## src/rtl/regfile_wb_arbiter_pkg.sv

```systemverilog
// Shared constants for the scalar register-file writeback path.
package regfile_wb_arbiter_pkg;

    localparam int REG_ADDR_W = 5;
    localparam int REG_DATA_W = 32;
    localparam int WB_N_REQ   = 3;

    localparam logic [REG_ADDR_W-1:0] X0_ADDR = '0;

endpackage

```

## src/rtl/regfile_wb_arbiter_if.sv

```systemverilog
// Writeback request bus: N packed valid/addr/data lanes with a one-hot ready back.
interface regfile_wb_arbiter_if
    import regfile_wb_arbiter_pkg::*;
#(
    parameter int N_REQ  = WB_N_REQ,
    parameter int ADDR_W = REG_ADDR_W,
    parameter int DATA_W = REG_DATA_W
) ();

    logic [N_REQ-1:0]        req_valid;
    logic [N_REQ*ADDR_W-1:0] req_addr;
    logic [N_REQ*DATA_W-1:0] req_data;
    logic [N_REQ-1:0]        req_ready;

    modport master (output req_valid, output req_addr, output req_data, input req_ready);
    modport slave  (input req_valid, input req_addr, input req_data, output req_ready);

endinterface

```

## src/rtl/regfile_wb_arbiter_wb_rr_arbiter.sv

```systemverilog
// N-way writeback arbiter. Round-robin when WB_ARB_RR_EN is defined,
// otherwise fixed priority with the lowest index winning.
module wb_rr_arbiter #(
    parameter int N_REQ = 3
) (
    input  logic             clock,
    input  logic             reset,
    input  logic [N_REQ-1:0] valid,
    input  logic             accept,
    output logic [N_REQ-1:0] grant
);

`ifdef WB_ARB_RR_EN
    localparam int IDX_W = $clog2(N_REQ);

    logic [IDX_W-1:0] ptr_q, ptr_d;
    logic [IDX_W-1:0] win_idx;
    logic             found;

    // Search begins one past the last winner so every requester gets a turn.
    always_comb begin
        grant   = '0;
        win_idx = ptr_q;
        found   = 1'b0;
        for (int k = 1; k <= N_REQ; k++) begin
            logic [IDX_W-1:0] idx;
            idx = IDX_W'((int'(ptr_q) + k) % N_REQ);
            if (!found && valid[idx]) begin
                found      = 1'b1;
                grant[idx] = 1'b1;
                win_idx    = idx;
            end
        end
    end

    always_comb begin
        ptr_d = accept ? win_idx : ptr_q;
    end

    always_ff @(posedge clock or posedge reset) begin
        if (reset) begin
            ptr_q <= IDX_W'(N_REQ - 1);
        end else begin
            ptr_q <= ptr_d;
        end
    end
`else
    logic unused_arb_inputs;
    assign unused_arb_inputs = ^{clock, reset, accept};

    always_comb begin
        grant = '0;
        for (int i = N_REQ - 1; i >= 0; i--) begin
            if (valid[i]) begin
                grant    = '0;
                grant[i] = 1'b1;
            end
        end
    end
`endif

endmodule

```

## src/rtl/regfile_wb_arbiter.sv

```systemverilog
// Register-file writeback arbiter with pending-write scoreboard and RAW query.
// Arbitration policy is selected by WB_ARB_RR_EN (see wb_rr_arbiter).
module regfile_wb_arbiter
    import regfile_wb_arbiter_pkg::*;
#(
    parameter int N_REQ  = WB_N_REQ,
    parameter int ADDR_W = REG_ADDR_W,
    parameter int DATA_W = REG_DATA_W
) (
    input  logic                 clock,
    input  logic                 reset,
    regfile_wb_arbiter_if.slave  req,
    output logic                 wen,
    output logic [ADDR_W-1:0]    wa,
    output logic [DATA_W-1:0]    wd,
    input  logic                 rsv_valid,
    input  logic [ADDR_W-1:0]    rsv_addr,
    output logic                 rsv_conflict,
    input  logic [ADDR_W-1:0]    qa,
    input  logic [ADDR_W-1:0]    qb,
    output logic                 busy_a,
    output logic                 busy_b
);

    localparam int NREG = 1 << ADDR_W;
    localparam logic [ADDR_W-1:0] ZERO_ADDR = ADDR_W'(X0_ADDR);

    logic [N_REQ-1:0]  grant;
    logic              accept;
    logic [ADDR_W-1:0] sel_addr;
    logic [DATA_W-1:0] sel_data;

    logic              wen_q, wen_d;
    logic [ADDR_W-1:0] wa_q, wa_d;
    logic [DATA_W-1:0] wd_q, wd_d;
    logic [NREG-1:0]   mask_q, mask_d;

    wb_rr_arbiter #(.N_REQ(N_REQ)) u_arb (
        .clock  (clock),
        .reset  (reset),
        .valid  (req.req_valid),
        .accept (accept),
        .grant  (grant)
    );

    assign req.req_ready = grant & {N_REQ{~reset}};
    assign accept        = |(req.req_valid & req.req_ready);

    always_comb begin
        sel_addr = '0;
        sel_data = '0;
        for (int i = 0; i < N_REQ; i++) begin
            if (grant[i]) begin
                sel_addr = req.req_addr[i*ADDR_W +: ADDR_W];
                sel_data = req.req_data[i*DATA_W +: DATA_W];
            end
        end
    end

    // x0 writes complete the handshake but never reach the register file.
    always_comb begin
        wen_d = accept && (sel_addr != ZERO_ADDR);
        wa_d  = accept ? sel_addr : wa_q;
        wd_d  = accept ? sel_data : wd_q;
    end

    // Set after clear, so a same-cycle reservation of the written register wins.
    always_comb begin
        mask_d = mask_q;
        if (wen_q) begin
            mask_d[wa_q] = 1'b0;
        end
        if (rsv_valid && (rsv_addr != ZERO_ADDR)) begin
            mask_d[rsv_addr] = 1'b1;
        end
        mask_d[0] = 1'b0;
    end

    always_ff @(posedge clock or posedge reset) begin
        if (reset) begin
            wen_q  <= 1'b0;
            wa_q   <= '0;
            wd_q   <= '0;
            mask_q <= '0;
        end else begin
            wen_q  <= wen_d;
            wa_q   <= wa_d;
            wd_q   <= wd_d;
            mask_q <= mask_d;
        end
    end

    assign wen = wen_q;
    assign wa  = wa_q;
    assign wd  = wd_q;

    // A register written this cycle is already visible through the file's bypass.
    assign busy_a       = mask_q[qa] & ~(wen_q & (wa_q == qa));
    assign busy_b       = mask_q[qb] & ~(wen_q & (wa_q == qb));
    assign rsv_conflict = rsv_valid & mask_q[rsv_addr];

endmodule

```

## src/flat_wrapper.sv

```systemverilog
// flat-port wrapper written by rule: the top's interface ports become plain ports
module regfile_wb_arbiter_flat import regfile_wb_arbiter_pkg::*;
#(
    parameter int N_REQ  = WB_N_REQ,
    parameter int ADDR_W = REG_ADDR_W,
    parameter int DATA_W = REG_DATA_W
)
  (clock, reset, wen, wa, wd, rsv_valid, rsv_addr, rsv_conflict, qa, qb, busy_a, busy_b, req_req_valid, req_req_addr, req_req_data, req_req_ready);
  regfile_wb_arbiter_if #(.N_REQ(N_REQ), .ADDR_W(ADDR_W), .DATA_W(DATA_W)) req_i ();
  input  logic clock;
  input  logic reset;
  output logic wen;
  output logic [ADDR_W-1:0] wa;
  output logic [DATA_W-1:0] wd;
  input  logic rsv_valid;
  input  logic [ADDR_W-1:0] rsv_addr;
  output logic rsv_conflict;
  input  logic [ADDR_W-1:0] qa;
  input  logic [ADDR_W-1:0] qb;
  output logic busy_a;
  output logic busy_b;
  input wire logic [$bits(req_i.req_valid)-1:0] req_req_valid;
  input wire logic [$bits(req_i.req_addr)-1:0] req_req_addr;
  input wire logic [$bits(req_i.req_data)-1:0] req_req_data;
  output wire logic [$bits(req_i.req_ready)-1:0] req_req_ready;
  assign req_i.req_valid = req_req_valid;
  assign req_i.req_addr = req_req_addr;
  assign req_i.req_data = req_req_data;
  assign req_req_ready = req_i.req_ready;
  regfile_wb_arbiter #(.N_REQ(N_REQ), .ADDR_W(ADDR_W), .DATA_W(DATA_W)) u_core (.clock(clock), .reset(reset), .req(req_i), .wen(wen), .wa(wa), .wd(wd), .rsv_valid(rsv_valid), .rsv_addr(rsv_addr), .rsv_conflict(rsv_conflict), .qa(qa), .qb(qb), .busy_a(busy_a), .busy_b(busy_b));
endmodule
```

## config.mk

```make
export PLATFORM = sky130hd
export DESIGN_NAME = regfile_wb_arbiter_flat
export DESIGN_NICKNAME = d
export VERILOG_FILES = /design/src/rtl/regfile_wb_arbiter_pkg.sv /design/src/rtl/regfile_wb_arbiter_if.sv /design/src/rtl/regfile_wb_arbiter_wb_rr_arbiter.sv /design/src/rtl/regfile_wb_arbiter.sv /design/src/flat_wrapper.sv
export SDC_FILE = /design/constraint.sdc
export NUM_CORES = 1
export LEC_CHECK = 0
export BUFFER_PORTS_ARGS = -buffer_cell sky130_fd_sc_hd__buf_2
export CORE_AREA = 2 2 104 106
export DETAILED_ROUTE_END_ITERATION = 7
export DIE_AREA = 0 0 106 108
export PLACE_DENSITY = 0.84
export SYNTH_ARGS = -nofsm -noshare
export SYNTH_HDL_FRONTEND = slang
export SYNTH_SLANG_ARGS = --single-unit
```

## constraint.sdc

```tcl
create_clock -name clock -period 1.95 [get_ports clock]
set_input_delay 0.0975 -clock clock [delete_from_list [all_inputs] [get_ports clock]]
set_output_delay 0.0975 -clock clock [all_outputs]
set_load 0.05 [all_outputs]
```

== Word level (Yosys, flattened, before mapping) ==
Index checks and enable logic that the tools add are counted.
Storage, ports and cells
  flip-flop bits (word level): 69
  word-level logic and storage cells: 53
  output and inout port bits: 44
  input port bits: 132
Operators by class
  bitwise logic cells: 13
  multiplexer cells: 21
  $lt $le $gt $ge: 6
  reduce and logical (&&, ||, !) cells: 7
  eq/ne operators: 2
Operators by type and width (number)
  32-bit 2-to-1 mux: 5
  32-bit AND: 1
  32-bit inverter: 1
  32-bit OR: 1
  5-bit by 6-bit < comparator with 1-bit output (second input constant): 4
  1-bit binary-select mux with 5-bit select: 3
  5-bit 2-to-1 mux: 3
  1-bit demux with 5-bit select: 2
  5-bit == test: 2
  5-bit by 1-bit >= comparator with 1-bit output (second input constant): 2
  5-bit nonzero test: 2
  3-bit 2-to-1 mux: 3
  3-bit AND: 2
  1-bit AND: 5
  1-bit 2-to-1 mux: 5
  1-bit logical AND: 4
  1-bit inverter: 3
  3-bit OR reduction: 1

== Logic depth before layout (Yosys ltp) ==
  depth after elaboration: 9
  depth in mapped cells: 6
  mapped depth without buffers: 4

== By module ==
From an unflattened synthesis, not the netlist that was laid out.
Second synthesis, totals
  cell total of the unflattened synthesis: 443
  area, all modules: 4485.6 µm²
Modules (own cells, without submodules)
  regfile_wb_arbiter: area each 4459.3 µm², seq. area each 1726.7 µm², cells an instance 440, instances 1
  wb_rr_arbiter: area each 26.3 µm², seq. area each 0.0 µm², cells an instance 3, instances 1

== Worst setup path before layout ==
Ideal clock, no wire load.
  path type: register to output
  start: reg u_core.wa_q[4] (netlist: u_core.wa[4])
  end: out busy_a
  required time: 1.852 ns
  setup slack: -0.563 ns
  path buffers: 1
  cell stages (with the launch flop): 6
  arrival time: 2.416 ns
  path through: dfrtp_1 -> clkbuf_1 -> xnor2_1 -> nand4_1 -> nor2_1 -> o32ai_1
Between the ends
  word-level cells in the longest chain between the ends: 4
RTL lines
  start: declaration: line regfile_wb_arbiter.sv:34  | logic [ADDR_W-1:0] wa_q, wa_d;
  start signal: assignment: line regfile_wb_arbiter.sv:87  | wa_q <= wa_d;
  5-bit == test: line regfile_wb_arbiter.sv:98  | assign busy_a = mask_q[qa] & ~(wen_q & (wa_q == qa));
  1-bit AND: line regfile_wb_arbiter.sv:98
  1-bit inverter: line regfile_wb_arbiter.sv:98
  1-bit AND: line regfile_wb_arbiter.sv:98
  end: declaration: line flat_wrapper.sv:20  | output logic busy_a;
Every way passes these cells.

== Final worst setup path ==
  start: reg u_core.mask_q[14]
  end: out rsv_conflict
Between the ends
  word-level cells in the longest chain between the ends: 3
RTL lines
  start: declaration: line regfile_wb_arbiter.sv:36  | logic [NREG-1:0] mask_q, mask_d;
  start signal: assignment: line regfile_wb_arbiter.sv:89  | mask_q <= mask_d;
  1-bit binary-select mux with 5-bit select: line regfile_wb_arbiter.sv:100  | assign rsv_conflict = rsv_valid & mask_q[rsv_addr];
  1-bit 2-to-1 mux (implied by the code): line regfile_wb_arbiter.sv:100
  1-bit AND: line regfile_wb_arbiter.sv:100
  end: declaration: line flat_wrapper.sv:17  | output logic rsv_conflict;
Every way passes these cells. The select of a mux whose other input is x is not followed.

==> impl_metrics.csv <==
group,metric,value,unit
sta,clock_skew,0.0109,ns
global_route,grt_overflow,0,
clock_network,clockBufferDepth,2,
synth,netlist_instances,508,
drt,drc_errors,0,
sta,finalSetupViolCount,3,
sta,rsz0062_at_grt,"yes",
die,die_w,106,µm
sta,hold_slack,0.0393,ns
cells_and_area,drive_gt1_share,38.1,%
sta,fin_crit_sh,109,%
clock_network,cts_tree,"yes",
drt,wl,14600,µm
drt,drtIter0Drc,356,
placement,placed_area,5570,µm²
pwr,ir_worst_vdd,0.433,mV
critical_path,crit_path_top_delay_cell,"mux4_2",
cells_and_area,nNetsFinal,806,
critical_path,path_cells,"mux4_2, inv_2, o22ai_2, o41a_1, buf_6",
sta,drv_slew,0,
sta,maxSlewHeadroom,59.5,%
clock_network,clk_latency,0.34,ns
outcome,violations,"negative setup slack",
placement,dpl.hpwl,10900,µm
synth,async_flop_share,100,%
drt,via_per_inst,5.71,
drt,detail-route-antenna-nets,0,
drt,drtPass1Iterations,4,
synth,synth_seq_area_share,38.3,%
clock_network,clk_pin_slew,0.08,ns
synth,ys_ff_latch,69,
run,maxCapViolCount,0,
clock_network,cts-htree-levels,3,
drt,vias,4662,
synth,synth_edf_count,0,
cells_and_area,syn_to_final_growth,31.6,%
synth,syn_nets,640,
synth,yosys.area.top_type,"dfrtp_1",
min_path,min_path_type,"input port to flop",
synth,synth_commonest_cells,"97 x o21ai_0, 77 x nand2_1, 69 x dfrtp_1",
die,die_y,108,µm
cells_and_area,fillers,921,
critical_path,crit_type,"flop to primary output",
die,num_rows,37,
synth,yosysWarnings,0,
clock_network,clock_sinks,69,
global_route,antenna_found_initial,2,
synth,yosysMostFrequentCell,"o21ai_0",
synth,synth_top_area_share,38.3,%
clock_network,cts_made_buffers,9,
synth,synth_ff_type,"dfrtp_1",
pwr,leakage,2.56,nW
global_route,grt_pass1_vias,4719,
sta,fmaxAchievable,469,MHz
placement,numPortBuffers,175,
sta,min_period,2.13,ns
critical_path,worst_path_largest_cell_delay,0.48,ns
clock_network,clockRootBuffer,"clkbuf_8",
sta,setup_slack,-0.181,ns
die,coreArea,10200,µm²
global_route,track_usage,26.4,%
sta,tightest_slew,0.605,ns
critical_path,start_kind,"flop",
sta,hold_viol,0,
critical_path,cp-end-kind,"primary output",
drt,wire_per_inst,17.9,µm
synth,syn_avg_cell_area,8.87,µm²
die,die_area,11400,µm²
outcome,outcome,"complete, but fails checks",
critical_path,cp_max_fo,4,
cells_and_area,post-route-cell-area,5930,µm²
die,boundaryPins,176,
critical_path,critPathArrivalTime,2.03,ns
die,initial_utilization,44.0,%
synth,syn-cell-area,4510,µm²
pwr,total_power,6.20,mW
pwr,cellPowerDensity,1050,nW/µm²
global_route,grt_pass1_wl,23600,µm
placement,gp_congestion,0.905,
synth,synth.distinct_cells,36,
global_route,grt_start_max_net_pins,70,
synth,ys_top_cells_by_area,"dfrtp_1 38%, o21ai_0 11%, nand3b_1 8.2%",
critical_path,required,1.85,ns
power breakdown:
| group | internal [mW] | leakage, nW | switching, mW | total [mW] |
|---|---|---|---|---|
| clock network | 0.921 | 0.126 | 0.542 | 1.46 |
| logic | 1.05 | 1.64 | 1.37 | 2.42 |
| registers | 1.86 | 0.803 | 0.463 | 2.32 |
cells in the final DEF (no fill, tap or decap), drive strengths merged, types with 4 or more instances in the layout:
master,instances
buf,194
or3b,7
a21oi,67
nand3b,49
nand2b,4
inv,10
dfrtp,69
mux4,19
a31oi,4
xnor2,10
nor2b,9
nor2,4
nand3,4
o32ai,4
o21ai,97
nand2,77
o22ai,6
mux2,11
clkbuf,11
cell type report:
type | count | area [µm²] | share of cell area [%]
multi-input cells | 389 | 2650 | 44.6
flip-flops and latches | 69 | 1730 | 29.1
repair buffers | 195 | 1080 | 18.3
well taps | 136 | 170 | 2.87
clock buffers | 11 | 151 | 2.55
clock inverters | 5 | 106 | 1.79
inverters | 10 | 37.5 | 0.633
diodes | 2 | 5.00 | 0.0844
registers in the layout, summed over array words and instances, names as in the netlist:
register	count
u_core.mask_q	31
u_core.wen	1
u_core.wa	5
u_core.wd	32
timing repair:
action / 4_1_cts / 5_1_grt
endpoints found under the setup margin: 3 / 3
gates resized for setup: 14 / 5
hold buffers: 1 / 0
buffers inserted: 3 / 1
pin swaps: 3 / 1
hold endpoints to repair: 69 / 0
worst max-delay path, delay by kind of cell, from the launching register on:
family	cells	cell delay, ns
flops	1	0.42
compound gates	2	0.55
buf+inv	2	0.24
mux	1	0.48
metal layers:
metal	vias to the layer above	wire, µm	track usage [%]
li1	2186	-	-
met2	248	7360	45.3
met1	2195	5580	32.5
met5	-	7	0
met3	31	1340	5.67
met4	2	343	10.8
metrics by stage:
stage	setup TNS (ns)	utilization (%)	instances	worst slack [ns]
final	-0.401	58.0	817	-0.181
after floorplan	-0.0647	-	508	-0.0647
after global routing	-0.497	57.9	816	-0.199
after detailed placement	0	54.4	794	0.0680
after CTS	-0.401	57.8	814	-0.166
after global placement	0	54.4	794	0.0813
cell families (layout without fill, tap and decap cells):
kind of cell	count (synthesis)	in the layout	synth area share, %
AOI/OAI and AO/OA	185	185	21.9
and+or+nand+nor	163	163	20.1
DFF	69	69	38.3
buffers and inverters	50	221	4.83
muxes	31	31	13.0
xor gates and xnor gates	10	10	1.94
other	0	2	0
worst paths after layout:
check                                  startpoint                 to  slack, ns  cells after the start
worst max-delay path            u_core.mask_q[14]       rsv_conflict      -0.18                      5
max in group asynchronous                   reset       u_core.wa[4]       1.20                      4
min in group asynchronous                   reset      u_core.wd[11]       0.45                      4
worst max register to register       u_core.wa[3]  u_core.mask_q[10]       0.25                      3
worst min register to register      u_core.wd[21]      u_core.wd[21]       0.48                      2
worst min-delay path             req_req_data[30]      u_core.wd[30]       0.04                      3
(Power assumes the default switching activity.)
